**src/rtl/div_iter_unit_pkg.sv**
```systemverilog
// Shared types and constants for the iterative divider.
package div_iter_unit_pkg;

  localparam int unsigned DIV_WIDTH = 32;
  localparam int unsigned DIV_CNT_W = 6;

  // Divider FSM state codes.
  typedef enum logic [1:0] {
    DIV_FREE   = 2'b00,
    DIV_BYZERO = 2'b01,
    DIV_ON     = 2'b10,
    DIV_END    = 2'b11
  } div_state_e;

  // Handshake levels.
  localparam logic DIV_START            = 1'b1;
  localparam logic DIV_STOP             = 1'b0;
  localparam logic DIV_RESULT_READY     = 1'b1;
  localparam logic DIV_RESULT_NOT_READY = 1'b0;

endpackage

```
**src/rtl/div_iter_unit.sv**
```systemverilog
// Multi-cycle restoring radix-2 divider, signed (DIV) or unsigned (DIVU).
// Produces {remainder, quotient} for HI/LO with a level start/ready handshake.
module div_iter_unit
  import div_iter_unit_pkg::*;
#(
  parameter int unsigned WIDTH = DIV_WIDTH
) (
  input  logic                 clk,
  input  logic                 rst,
  input  logic                 signed_div_i,
  input  logic [WIDTH-1:0]     opdata1_i,
  input  logic [WIDTH-1:0]     opdata2_i,
  input  logic                 start_i,
  input  logic                 annul_i,
  output logic [2*WIDTH-1:0]   result_o,
  output logic                 ready_o
);

  localparam logic [DIV_CNT_W-1:0] CNT_LAST = DIV_CNT_W'(WIDTH - 1);

  // Registered state and datapath.
  div_state_e           r_state;
  logic [WIDTH-1:0]     r_rem;
  logic [WIDTH-1:0]     r_dvd;
  logic [WIDTH-1:0]     r_dsr;
  logic [DIV_CNT_W-1:0] r_cnt;
  logic                 r_neg_quo;
  logic                 r_neg_rem;
  logic [2*WIDTH-1:0]   r_result;
  logic                 r_ready;

  // Next-state values.
  div_state_e           w_state_nxt;
  logic [WIDTH-1:0]     w_rem_nxt;
  logic [WIDTH-1:0]     w_dvd_nxt;
  logic [WIDTH-1:0]     w_dsr_nxt;
  logic [DIV_CNT_W-1:0] w_cnt_nxt;
  logic                 w_neg_quo_nxt;
  logic                 w_neg_rem_nxt;
  logic [2*WIDTH-1:0]   w_result_nxt;
  logic                 w_ready_nxt;

  // Datapath helpers.
  logic                 w_op1_neg;
  logic                 w_op2_neg;
  logic [WIDTH-1:0]     w_op1_abs;
  logic [WIDTH-1:0]     w_op2_abs;
  logic [WIDTH:0]       w_rem_sh;
  logic [WIDTH+1:0]     w_sub;
  logic                 w_ge;
  logic [WIDTH-1:0]     w_quo_fix;
  logic [WIDTH-1:0]     w_rem_fix;

  // Operand magnitudes: negate only for signed divides with a negative operand.
  always_comb begin
    w_op1_neg = signed_div_i & opdata1_i[WIDTH-1];
    w_op2_neg = signed_div_i & opdata2_i[WIDTH-1];
    w_op1_abs = w_op1_neg ? (~opdata1_i + WIDTH'(1)) : opdata1_i;
    w_op2_abs = w_op2_neg ? (~opdata2_i + WIDTH'(1)) : opdata2_i;
  end

  // One restoring step: shift {rem,dvd} left, trial-subtract the divisor.
  always_comb begin
    w_rem_sh = {r_rem, r_dvd[WIDTH-1]};
    w_sub    = {1'b0, w_rem_sh} - {2'b00, r_dsr};
    w_ge     = ~w_sub[WIDTH+1];
  end

  // Sign correction of the final magnitudes; remainder follows the dividend.
  always_comb begin
    w_quo_fix = r_neg_quo ? (~r_dvd + WIDTH'(1)) : r_dvd;
    w_rem_fix = r_neg_rem ? (~r_rem + WIDTH'(1)) : r_rem;
  end

  // Next-state and output logic.
  always_comb begin
    w_state_nxt   = r_state;
    w_rem_nxt     = r_rem;
    w_dvd_nxt     = r_dvd;
    w_dsr_nxt     = r_dsr;
    w_cnt_nxt     = r_cnt;
    w_neg_quo_nxt = r_neg_quo;
    w_neg_rem_nxt = r_neg_rem;
    w_result_nxt  = r_result;
    w_ready_nxt   = r_ready;

    case (r_state)
      DIV_FREE: begin
        w_ready_nxt  = DIV_RESULT_NOT_READY;
        w_result_nxt = '0;
        if (start_i == DIV_START && !annul_i) begin
          if (opdata2_i == '0) begin
            w_state_nxt = DIV_BYZERO;
          end else begin
            w_state_nxt   = DIV_ON;
            w_dvd_nxt     = w_op1_abs;
            w_dsr_nxt     = w_op2_abs;
            w_rem_nxt     = '0;
            w_cnt_nxt     = '0;
            w_neg_quo_nxt = w_op1_neg ^ w_op2_neg;
            w_neg_rem_nxt = w_op1_neg;
          end
        end
      end

      DIV_BYZERO: begin
        w_state_nxt   = DIV_END;
        w_rem_nxt     = '0;
        w_dvd_nxt     = '0;
        w_neg_quo_nxt = 1'b0;
        w_neg_rem_nxt = 1'b0;
      end

      DIV_ON: begin
        if (annul_i || start_i == DIV_STOP) begin
          w_state_nxt  = DIV_FREE;
          w_result_nxt = '0;
          w_ready_nxt  = DIV_RESULT_NOT_READY;
        end else begin
          w_rem_nxt = w_ge ? w_sub[WIDTH-1:0] : w_rem_sh[WIDTH-1:0];
          w_dvd_nxt = {r_dvd[WIDTH-2:0], w_ge};
          w_cnt_nxt = r_cnt + DIV_CNT_W'(1);
          if (r_cnt == CNT_LAST) begin
            w_state_nxt = DIV_END;
          end
        end
      end

      DIV_END: begin
        if (start_i == DIV_START) begin
          w_ready_nxt  = DIV_RESULT_READY;
          w_result_nxt = {w_rem_fix, w_quo_fix};
        end else begin
          w_state_nxt  = DIV_FREE;
          w_ready_nxt  = DIV_RESULT_NOT_READY;
          w_result_nxt = '0;
        end
      end

      default: begin
        w_state_nxt = DIV_FREE;
      end
    endcase
  end

  // State and datapath registers with synchronous reset.
  always_ff @(posedge clk) begin
    if (rst) begin
      r_state   <= DIV_FREE;
      r_rem     <= '0;
      r_dvd     <= '0;
      r_dsr     <= '0;
      r_cnt     <= '0;
      r_neg_quo <= 1'b0;
      r_neg_rem <= 1'b0;
      r_result  <= '0;
      r_ready   <= DIV_RESULT_NOT_READY;
    end else begin
      r_state   <= w_state_nxt;
      r_rem     <= w_rem_nxt;
      r_dvd     <= w_dvd_nxt;
      r_dsr     <= w_dsr_nxt;
      r_cnt     <= w_cnt_nxt;
      r_neg_quo <= w_neg_quo_nxt;
      r_neg_rem <= w_neg_rem_nxt;
      r_result  <= w_result_nxt;
      r_ready   <= w_ready_nxt;
    end
  end

  assign result_o = r_result;
  assign ready_o  = r_ready;

endmodule

```
**config.mk**
```make
export PLATFORM = sky130hd
export DESIGN_NAME = div_iter_unit
export DESIGN_NICKNAME = d
export VERILOG_FILES = /design/src/rtl/div_iter_unit_pkg.sv /design/src/rtl/div_iter_unit.sv
export SDC_FILE = /design/constraint.sdc
export NUM_CORES = 1
export LEC_CHECK = 0
export CAP_MARGIN = 0
export CORE_MARGIN = 3
export CORE_UTILIZATION = 40
export CTS_BUF_LIST = sky130_fd_sc_hd__clkbuf_2 sky130_fd_sc_hd__clkbuf_4 sky130_fd_sc_hd__clkbuf_8
export DETAILED_ROUTE_END_ITERATION = 10
export PLACE_DENSITY_LB_ADDON = 0.05
export SYNTH_ARGS = -nofsm -noshare
export SYNTH_HDL_FRONTEND = slang
export SYNTH_SLANG_ARGS = --single-unit
```
**constraint.sdc**
```tcl
create_clock -name clk -period 2.9 [get_ports clk]
set_clock_uncertainty 0.05 [all_clocks]
set_input_delay 0.435 -clock clk [delete_from_list [all_inputs] [get_ports clk]]
set_output_delay 0.435 -clock clk [all_outputs]
set_load 0.03 [all_outputs]
```
==> results.txt <==
----------------------------------------------------
[Global route]
  Antenna violations before repair ... 0
  All-layer global routing usage ... 22.0%
  Number of global-route vias before repair ... 9729
  Maximum number of pins on one net before global-route repair ... 47
  Remaining global-route overflow ... 0
  Wire length of the first global-routing pass ... 51.6 mm

[Synth]
  Netlist cell types ... 67
  Cell type with the highest aggregate area in the netlist ... dfxtp_1
  Cells after synthesis ... 1341
  Xor/xnor share of the synthesized area ... 12.1%
  Fraction of the mapped netlist area in compound gates ... 25.5%
  Synthesized cell area ... 10700 µm²
  Share of the synthesized area in the top cell type ... 31.9%
  Mean instance size in the synthesized netlist ... 8.00 µm²
  Simple-Gate Fraction of Synth Area ... 18.4%
  Async set-reset flop share out of synthesis ... 0%
  Synth Area in Adders ... 5.32%
  Leading post-synthesis cells by cell area ... dfxtp_1, xnor2_1, nor2_1
  Warning count from the yosys run ... 0
  Sequential cell area fraction in the yosys report ... 31.9%
  Number of synthesized flops with an enable pin ... 0
  Ys flop type ... dfxtp_1
  Total of flip-flops plus latches after synthesis ... 171
  Syn Nets ... 1455
  Fraction of synthesized area in multiplexers ... 1.68%
  Dominant combinational cell family by area after synthesis ... compound AO/OA/AOI/OAI gates

[Route]
  Total wirelength of the detailed-routed design ... 32.6 mm
  Total number of vias ... 10500
  # DRC ... 0
  1st-pass router iterations ... 5
  Detailed-route wire length per cell ... 16.3 µm
  Count of antenna-violating nets left after detailed routing ... 0
  First-iteration detailed-routing DRC count ... 718
  Via density per instance ... 5.25

[Final layout]
  Most common cell after layout, fill and taps aside ... buf_4
  Most used cells in the layout excluding fill and tap cells ... buf_4, nor2_1, dfxtp_1, clkdlybuf4s50_1, nand2_1
  Final Net Count ... 1762
  Final std cell area, no fill ... 15000 µm²
  Fraction of layout instances using a drive strength above 1 ... 22.4%
  Area Growth Syn to Fin ... 39.7%
  Antenna diode count ... 0

[Clock tree]
  Maximum level of the CTS H-tree ... 4
  Clock tree from TritonCTS ... built
  Clock sinks ... 171
  Later-pin clock latency in the skew report ... 0.47 ns
  Cts bufs inserted ... 17
  Clock root buffer ... clkbuf_8
  Hold buffer count at CTS ... 0
  Longest Clk Path Bufs ... 2
  Clock edge transition at the registers on the reported setup and hold paths ... 0.11 ns

[Worst setup path]
  CP Data Arrival Time ... 3.18 ns
  Critical path startpoint category ... register
  Flop-to-flop setup slack ... 0.04 ns
  Reg-to-reg endpoint ... result_o[62]
  Crit path from ... r_rem[2]
  CP Data Required Time ... 3.22 ns
  Maximum fanout encountered on the critical timing path ... 6
  Crit path capture type ... register
  Start of the worst register-to-register path ... r_rem[2]
  Number of cells traversed by the worst register-to-register path ... 11
  Crit path kind ... reg2reg
  Critical Path Sink ... result_o[62]

[Hold path]
  Class of the worst hold path ... in2reg
  Worst Hold Launch ... opdata2_i[16]

[Placement]
  Estimated wirelength of the detail-placed design ... 24.1 mm
  Gp weighted congestion ... 0.899
  Setup slack at placement ... -0.715 ns
  Count of buffers inserted at the top-level ports ... 133
  Placed instance area ... 13800 µm²

[STA]
  Final period util ... 98.5%
  Final critical-path required period ... 2.86 ns
  Setup repair after global routing missed its margin ... yes
  Highest clock frequency the design can meet ... 350 MHz
  Final Hold Viols ... 0
  Relative max-transition margin ... 20.5%
  Final setup violation count ... 0
  Final WS setup ... 0.0429 ns
  Final Slew Violations ... 0
  Transition time at the pin with the least slew margin ... 1.19 ns
  Worst slack on hold paths ... 0.344 ns

[Run]
  Count of max-cap constraint violations ... 0

[Power and ir drop]
  Maximum VDD drop ... 0.000321 V
  Power density cells ... 521 nW/µm²
  Power Total ... 7.81 mW
  Leak pwr ... 6.11 nW

[Die]
  Number of top-level pins ... 134
  Chip height ... 170 µm
  Total Die Area ... 28800 µm²
  Core region area ... 26200 µm²
  Die span in x ... 170 µm
  Initial cell density of the core ... 41.0%
  Row cnt ... 59

[Status]
  Outcome ... finished clean

----------------------------------------------------
routing by layer:
layer / track usage [%] / part of all wire [%] / vias to the layer above
li1: - / - / 5421
met1: 35.3 / 54 / 4816
met2: 30.9 / 40 / 216
met3: 3.19 / 4.4 / 21
met4: 4.13 / 0.85 / 0
met5: 0 / 0 / -
logic make-up after synthesis:
kind of cell,Yosys count
AO/OA/AOI/OAI,402
flip-flops,171
buffers and inverters,134
AND/OR/NAND/NOR,423
adder cells (fa/ha/maj),45
multiplexers,18
XOR/XNOR,148
timing repair:
| item | CTS | global route |
|---|---|---|
| setup buffers | 7 | 17 |
| gates resized for setup | 56 | 96 |
| cloned | 2 | 4 |
| pin swaps | 22 | 47 |
| endpoints found under the setup margin | 69 | 71 |
report_power, final:
group	internal, mW	switching [mW]	leakage [nW]
Combinational	1.51	1.75	4.52
Sequential	2.57	0.256	1.39
Clock	0.669	1.06	0.196
per-stage QoR:
stage / utilization, % / instances / setup TNS [ns]
final: 57.2 / 1996 / 0
after global routing: 57.2 / 1996 / -0.318
after CTS: 55.2 / 1977 / -0.0151
after detailed placement: 52.6 / 1936 / -55.87
after global placement: 52.6 / 1936 / -51.63
after floorplan: - / 1341 / 0
Yosys cell counts, types with 4 or more instances:
cell type  count
a31oi_1        6
o21bai_1       5
nor2_1       168
o41ai_1       13
a311oi_1       5
or3_1         15
or4_1         11
dfxtp_1      171
buf_2          7
o31a_1         4
a21o_1        22
nand2b_1      14
xor2_1        44
or2_2          4
and2_1         9
and3_1         6
o21a_1         5
a21oi_1       70
a211oi_1      49
nor2b_1        6
a22oi_1       68
nor4_1        11
nor3_1        20
nand4_1        7
nand3_1       22
xnor2_1      104
a22o_1        22
buf_1          5
o211ai_1       6
nand2_1      110
ha_1          44
o21ai_0       77
clkbuf_1      60
mux2i_1       18
o21ai_1        6
inv_1         56
o31ai_1       25
registers in the layout (all words and copies together) (netlist names):
register / cells
r_cnt: 6
r_dvd: 32
r_state: 2
r_neg_quo: 1
r_neg_rem: 1
r_dsr: 32
result_o: 64
r_rem: 32
ready_o: 1
critical path, stage by stage, from the launching register on:
cell,delay (ns)
dfxtp_2,0.34
buf_4,0.16
nor2_4,0.10
nand2_2,0.06
or3_1,0.33
nand2b_4,0.15
or4_4,0.44
or2_4,0.28
o41a_1,0.35
a21oi_2,0.18
xnor2_2,0.10
a22o_1,0.23
layout make-up:
type	count	area, µm²
fillers	2377	11200
clock inverters	14	148
multi-input cells	1036	7280
flip-flops and latches	171	3450
repair buffers	366	3240
inverters	56	215
clock buffers	18	248
well taps	335	419
worst min-delay path by stage:
stage                      to  slack [ns]  depth (start not counted)
finish              r_dsr[16]        0.34                          4
global route        r_dsr[16]        0.34                          4
CTS                 r_dsr[16]        0.32                          4
detailed placement  r_dsr[31]        0.40                          2
global placement    r_dsr[31]        0.39                          2
floorplan           r_dsr[30]        0.38                          2
(Power assumes the default switching activity.)
